`src/rtl/pll_div_gen.sv`:
```
// Multi-channel programmable clock divider with emulated PLL lock interval.
// Each channel produces a registered 50% square wave and a tick on every toggle.
module pll_div_gen #(
   parameter int CHANNELS    = 2,
   parameter int DIV_W       = 8,
   parameter int DEFAULT_DIV = 1,
   parameter int LOCK_CYCLES = 16,
   parameter int CH_W        = (CHANNELS > 1) ? $clog2(CHANNELS) : 1
) (
   input  logic                ck,
   input  logic                rst_n,
   input  logic                bypass,
   input  logic                wr_en,
   input  logic [CH_W-1:0]     wr_chan,
   input  logic [DIV_W-1:0]    wr_div,
   output logic [CHANNELS-1:0] clk_out,
   output logic [CHANNELS-1:0] tick,
   output logic                lock
);

   localparam int LCNT_W = $clog2(LOCK_CYCLES + 1);

   typedef enum logic {
      LOCKING,
      LOCKED
   } lock_state_t;

   lock_state_t       state_q, state_d;
   logic [LCNT_W-1:0] lcnt_q, lcnt_d;

   logic [DIV_W-1:0]  div    [CHANNELS];
   logic [DIV_W-1:0]  cnt    [CHANNELS];
   logic [DIV_W-1:0]  effdiv [CHANNELS];
   logic [CHANNELS-1:0] active;
   logic [CHANNELS-1:0] term;
   logic              wr_hit;

   // Out-of-range channel writes are dropped entirely, including the relock.
   assign wr_hit = wr_en && (int'(wr_chan) < CHANNELS);
   assign lock   = (state_q == LOCKED);

   // NOTE: every variable driven here gets a default first so no latch is inferred.
   always_comb begin
      state_d = state_q;
      lcnt_d  = lcnt_q;
      case (state_q)
         LOCKING: begin
            lcnt_d = lcnt_q + 1'b1;
            if (lcnt_q == LCNT_W'(LOCK_CYCLES - 1)) state_d = LOCKED;
         end
         default: ;
      endcase
      if (wr_hit) begin
         state_d = LOCKING;
         lcnt_d  = '0;
      end
   end

   // NOTE: state registers use non-blocking assignments so all flops update from pre-edge values.
   always_ff @(posedge ck) begin
      if (!rst_n) begin
         state_q <= LOCKING;
         lcnt_q  <= '0;
      end else begin
         state_q <= state_d;
         lcnt_q  <= lcnt_d;
      end
   end

   // Terminal uses >= so a smaller divisor after a bypass change cannot overrun the count.
   always_comb begin
      for (int i = 0; i < CHANNELS; i++) begin
         effdiv[i] = bypass ? DIV_W'(1) : div[i];
         active[i] = (lock || bypass) && (effdiv[i] != '0);
         term[i]   = (cnt[i] >= effdiv[i] - 1'b1);
      end
   end

   // NOTE: the divisor array is a small register file and is reset explicitly, unlike a RAM.
   always_ff @(posedge ck) begin
      if (!rst_n) begin
         for (int i = 0; i < CHANNELS; i++) begin
            div[i] <= DIV_W'(DEFAULT_DIV);
            cnt[i] <= '0;
         end
         clk_out <= '0;
         tick    <= '0;
      end else begin
         for (int i = 0; i < CHANNELS; i++) begin
            if (wr_hit && (int'(wr_chan) == i)) div[i] <= wr_div;
            if (wr_hit || !active[i]) begin
               cnt[i]     <= '0;
               tick[i]    <= 1'b0;
               clk_out[i] <= 1'b0;
            end else if (term[i]) begin
               cnt[i]     <= '0;
               tick[i]    <= 1'b1;
               clk_out[i] <= ~clk_out[i];
            end else begin
               cnt[i]     <= cnt[i] + 1'b1;
               tick[i]    <= 1'b0;
            end
         end
      end
   end

endmodule

```
`config.mk`:
```
export PLATFORM = sky130hd
export DESIGN_NAME = pll_div_gen
export DESIGN_NICKNAME = d
export VERILOG_FILES = /design/src/rtl/pll_div_gen.sv
export SDC_FILE = /design/constraint.sdc
export NUM_CORES = 1
export LEC_CHECK = 0
export ABC_CLOCK_PERIOD_IN_PS = 5900
export CORE_ASPECT_RATIO = 1.2
export CORE_MARGIN = 3
export CORE_UTILIZATION = 55
export DETAILED_ROUTE_END_ITERATION = 8
export PLACE_DENSITY = 0.76
export SYNTH_ARGS = -nofsm -noshare
export SYNTH_HDL_FRONTEND = slang
export SYNTH_SLANG_ARGS = --single-unit
```
`constraint.sdc`:
```
create_clock -name ck -period 5.9 [get_ports ck]
set_input_delay 1.77 -clock ck [delete_from_list [all_inputs] [get_ports ck]]
set_output_delay 1.77 -clock ck [all_outputs]
set_load 0.01 [all_outputs]
```
# Yosys cells after proc, flatten, opt, wreduce, memory -nomap -nowiden

Memory sizes are Yosys's and may differ from the RTL's.
Cells that the tools add are included.

$add $sub $neg: 5
Order comparisons: 2
Equal/unequal tests: 1
Mux-type cells: 41
Bitwise gates (word level): 12
Reductions and logical operators: 14

Operator list:

| kind                                             | number |
|---|---|
| 2-to-1 mux 8 bit                                 | 10 |
| 2-to-1 mux 1 bit                                 | 31 |
| adder 8 x 1 -> 8 bit, second input constant      | 2 |
| >= comparator 8 bit                              | 2 |
| nonzero test 8 bit                               | 2 |
| subtractor 8 x 1 -> 8 bit, second input constant | 2 |
| OR 1 bit                                         | 8 |
| OR reduction 2 bit                               | 3 |
| adder 5 x 1 -> 5 bit, second input constant      | 1 |
| == test 5 x 4 -> 1 bit, second input constant    | 1 |
| logical AND 1 bit                                | 4 |
| inverter 1 bit                                   | 4 |
| logical OR 1 bit                                 | 3 |
| zero test 1 bit                                  | 2 |

Register bits: 10
RAM bits: 32
Memories: 2

Memory list:

| memory | depth | width | read ports | clocked after memory_dff | write ports | RTL line | RTL |
|---|---|---|---|---|---|---|---|
| cnt    | 2     | 8     | 2          | 0                        | 2           | 32       | `logic [DIV_W-1:0] cnt [CHANNELS];` |
| div    | 2     | 8     | 2          | 0                        | 2           | 31       | `logic [DIV_W-1:0] div [CHANNELS];` |

# Depth between registers and ports, before layout

Word-level depth: 11
Gate-level depth with buffers: 12
Mapped depth without buffers: 10

# Worst setup path after synthesis

OpenSTA, ideal clock, no wires.

Path kind: input-to-reg
Start point: in bypass
End point: mem cnt[1][2], data pin
Data arrival time: 3856 ps
Slack: 1762 ps
Stages on the path: 11
Cell sequence: buf_2 -> inv_1 -> clkbuf_1 -> nand2_1 -> ha_1 -> nand3b_1 -> a32oi_1 -> ha_1 -> nand4_1 -> o31ai_2 -> nor3_1

RTL lines:

| item               | RTL line | RTL |
|---|---|---|
| start: declaration | 12       | `input logic bypass,` |
| end: declaration   | 32       |  |

==> flow_metrics.tcl <==
set metrics [dict create \
    cts_resized 0 \
    core-area_sq_um 4098 \
    slew_violations 0 \
    num_antenna_cells 0 \
    syn_area_sq_um 2424 \
    yosysWarnings 0 \
    grt_first_pass_wirelength_um 7107 \
    routed_via_density 5.288 \
    routabilityCongestion 0.8414 \
    hold_class "register to register" \
    netlist_instances 228 \
    grt_usage_pct 17.87 \
    h-tree-depth 2 \
    peakVddDrop_uv 179.7 \
    worst_pin_slew_ns 1.041 \
    die_w_um 66.60 \
    crit_type "primary input to register" \
    crit_path_cell_trace "clkdlybuf4s50_1 > inv_1 > nand2_1 > ha_1 > nand3b_1 > a32oi_1 > ha_1 > nand4_1 > o31ai_2 > nor3_1" \
    drc 0 \
    dieArea_sq_um 5242 \
    final_cells 316 \
    start_util_pct 59.15 \
    pwr-share-comb_pct 13.8 \
    finalWirelength_um 4089 \
    setup_viol 0 \
    critical-path-max-stage-delay_ns 0.69 \
    die_h_um 78.72 \
    yosys_register_bits 42 \
    grt_remaining_overflow 0 \
    crit_path_start_kind "primary input" \
    cts_tree "built" \
    ctsHoldBuffers 0 \
    cp.arrival_ns 4.62 \
    p_int_mw 0.5179 \
    whs_path_depth 2 \
    p_leak_nw 1.102 \
    whs_ns 0.4946 \
    crit_required_ns 5.91 \
    fin_nets 296 \
    grt_pass1_vias 1612 \
    crit_family "buffers and inverters" \
    critPathMaxFanout 14 \
    clockPowerShare_pct 34.2 \
    dr.pass1.iters 4 \
    maxCapViolations 0 \
    setup_tns_ns 0 \
    root_buffer "clkbuf_8" \
    rr_endpoint "cnt[1][7]" \
    rr_startpoint "div[0][10]" \
    clk_pin_slew_ns 0.08 \
    dp_hpwl_um 3136 \
    power.switching_mw 0.1640 \
    cts_sinks 42 \
    slew_headroom_pct 29.87 \
    hold_path_end "lcnt_q[4]" \
    drt-initial-drc-count 81 \
    rrSetupSlack_ns 2.82 \
    clock_skew_ns 0.004884 \
    synth_cell_types 42 \
    post-route-period-util_pct 78.11 \
    ys_seq_area_share_pct 47.91 \
    antenna_found_initial 0 \
    final.min_clock_period_ns 4.609 \
    fmax_ghz 0.2170 \
    worstRegToRegCells 8 \
    syn_area_per_cell_sq_um 10.63 \
    swShare_pct 24.05 \
    area_delta_synth_final_pct 15.85 \
    wl_per_cell_um 12.94 \
    cts_made_buffers 5 \
    crit_top_cell "ha_1" \
    final_util_pct 68.52 \
    rsz0062_at_grt "no" \
    holdCritStartpoint "lcnt_q[4]" \
    via_count 1671 \
    placedCellCount 308 \
    slowest_stage "o31ai_2" \
    worstSkewPairLatency_ns 0.29 \
    postCtsSetupRepairBufs 0 \
    status "finished, final reports clean" \
    port_buffers 17 \
    grt_max_degree 15 \
    ios 18 \
    cts_buffer_depth 2 \
    ant_nets 0 \
    num_rows 25 \
    setup_ws_ns 1.291 \
    power_density_nw_per_um2 242.9 \
    hold_violations 0 \
    drive_gt1_share_pct 4.198 \
    seq_power_share_pct 52.1 \
    crit_path_end_kind "register" \
    worst-path-buf-inv 2 \
    place_ws_ns 0.9889 \
]
[power groups by stage]
| stage | Combinational, mW | Clock (mW) | Sequential (mW) |
|---|---|---|---|
| 2_1_floorplan | 0.0687 | 0 | 0.357 |
| 3_3_place_gp | 0.0906 | 0 | 0.361 |
| 3_5_place_dp | 0.0931 | 0 | 0.362 |
| 4_1_cts | 0.0941 | 0.237 | 0.355 |
| 5_1_grt | 0.107 | 0.252 | 0.357 |
| 6_report | 0.0939 | 0.233 | 0.355 |
[how the worst max path moves through the flow]
stage                     startpoint   endpoint  slack (ns)  cells after the start
after floorplan               bypass  cnt[1][2]        1.76                     11
after global placement        bypass  cnt[1][2]        1.14                     10
after detailed placement      bypass  cnt[1][7]        0.99                     10
after CTS                     bypass  cnt[1][7]        1.30                     10
after global routing          bypass  cnt[1][5]        1.11                     10
final                         bypass  cnt[1][7]        1.29                     10
[logic make-up after synthesis]
logic type               synth area share, %
multiplexers                           1.239
buffers and inverters                  2.633
other                                 0.1547
AO/OA/AOI/OAI                          9.293
flip-flops                             47.91
AND/OR/NAND/NOR                        19.46
adder cells (fa/ha/maj)                11.36
XOR/XNOR                               7.950
[through the flow]
step                      area (sq um)  total power, mW
final                             2808           0.6819
after global placement            2691           0.4520
after detailed placement          2691           0.4549
after CTS                         2808           0.6866
after floorplan                   2480           0.4254
after global routing              2808           0.7168
[tightest hold or removal path: stages (launching register included)]
cell     delay (ns)
dfxtp_1        0.34
a21oi_1        0.06
nor2_1         0.07
[synth_stat cells (all sizes together)]
library cell / number / area [sq um]
o21a: 3 / 22.52
nand3b: 2 / 15.01
edfxtp: 32 / 960.9
nand4b: 1 / 8.760
xor2: 16 / 140.1
o21ai: 7 / 46.29
a21boi: 1 / 7.510
o31ai: 1 / 12.51
nor4: 4 / 31.28
conb: 1 / 3.750
a2111oi: 1 / 8.760
nor3: 19 / 95.09
a21oi: 5 / 25.02
a211oi: 1 / 7.510
nor2: 17 / 63.81
nand3: 11 / 55.05
o211ai: 5 / 37.54
a32oi: 1 / 8.760
o31a: 1 / 8.760
a31oi: 1 / 6.260
nand2: 15 / 56.30
inv: 10 / 37.54
and4: 1 / 8.760
nor2b: 3 / 18.77
buf: 3 / 15.01
dfxtp: 10 / 200.2
a21o: 2 / 15.01
or4: 2 / 18.77
ha: 22 / 275.3
or3: 1 / 6.260
mux2i: 3 / 30.03
a41o: 1 / 10.01
xnor2: 6 / 52.55
and3: 12 / 75.07
nand2b: 2 / 12.51
nand4: 1 / 6.260
a211o: 1 / 8.760
clkbuf: 3 / 11.26
[layout by cell type, fill, tap and decap left out, types with 11 or more instances in the layout]
cell,instances
and3_1,12
clkdlybuf4s50_1,17
conb_1,16
edfxtp_1,32
ha_1,22
nand2_1,15
nand3_1,11
nor2_1,17
nor3_1,19
xor2_1,16
[final cells by class]
| type | count | area [sq um] |
|---|---|---|
| clock buffers | 7 | 86.33 |
| fillers | 308 | 1290 |
| inverters | 10 | 37.54 |
| well taps | 54 | 67.56 |
| multi-input cells | 185 | 1255 |
| clock inverters | 1 | 30.03 |
| repair buffers | 17 | 170.2 |
| flip-flops and latches | 42 | 1161 |
[sequential cells by signal, summed over array words and instances (netlist names)]
signal / flops
cnt: 16
div: 16
lcnt_q: 5
clk_out: 2
tick: 2
lock: 1
[metal layers]
metal	up-vias	track usage (%)	share of wire, %
met3	5	4.526	3.3
met4	0	7.317	1.6
li1	889	-	-
met2	23	29.96	49
met5	-	0	0
met1	754	21.59	46
No activity file was read; power rests on OpenSTA's default activity.
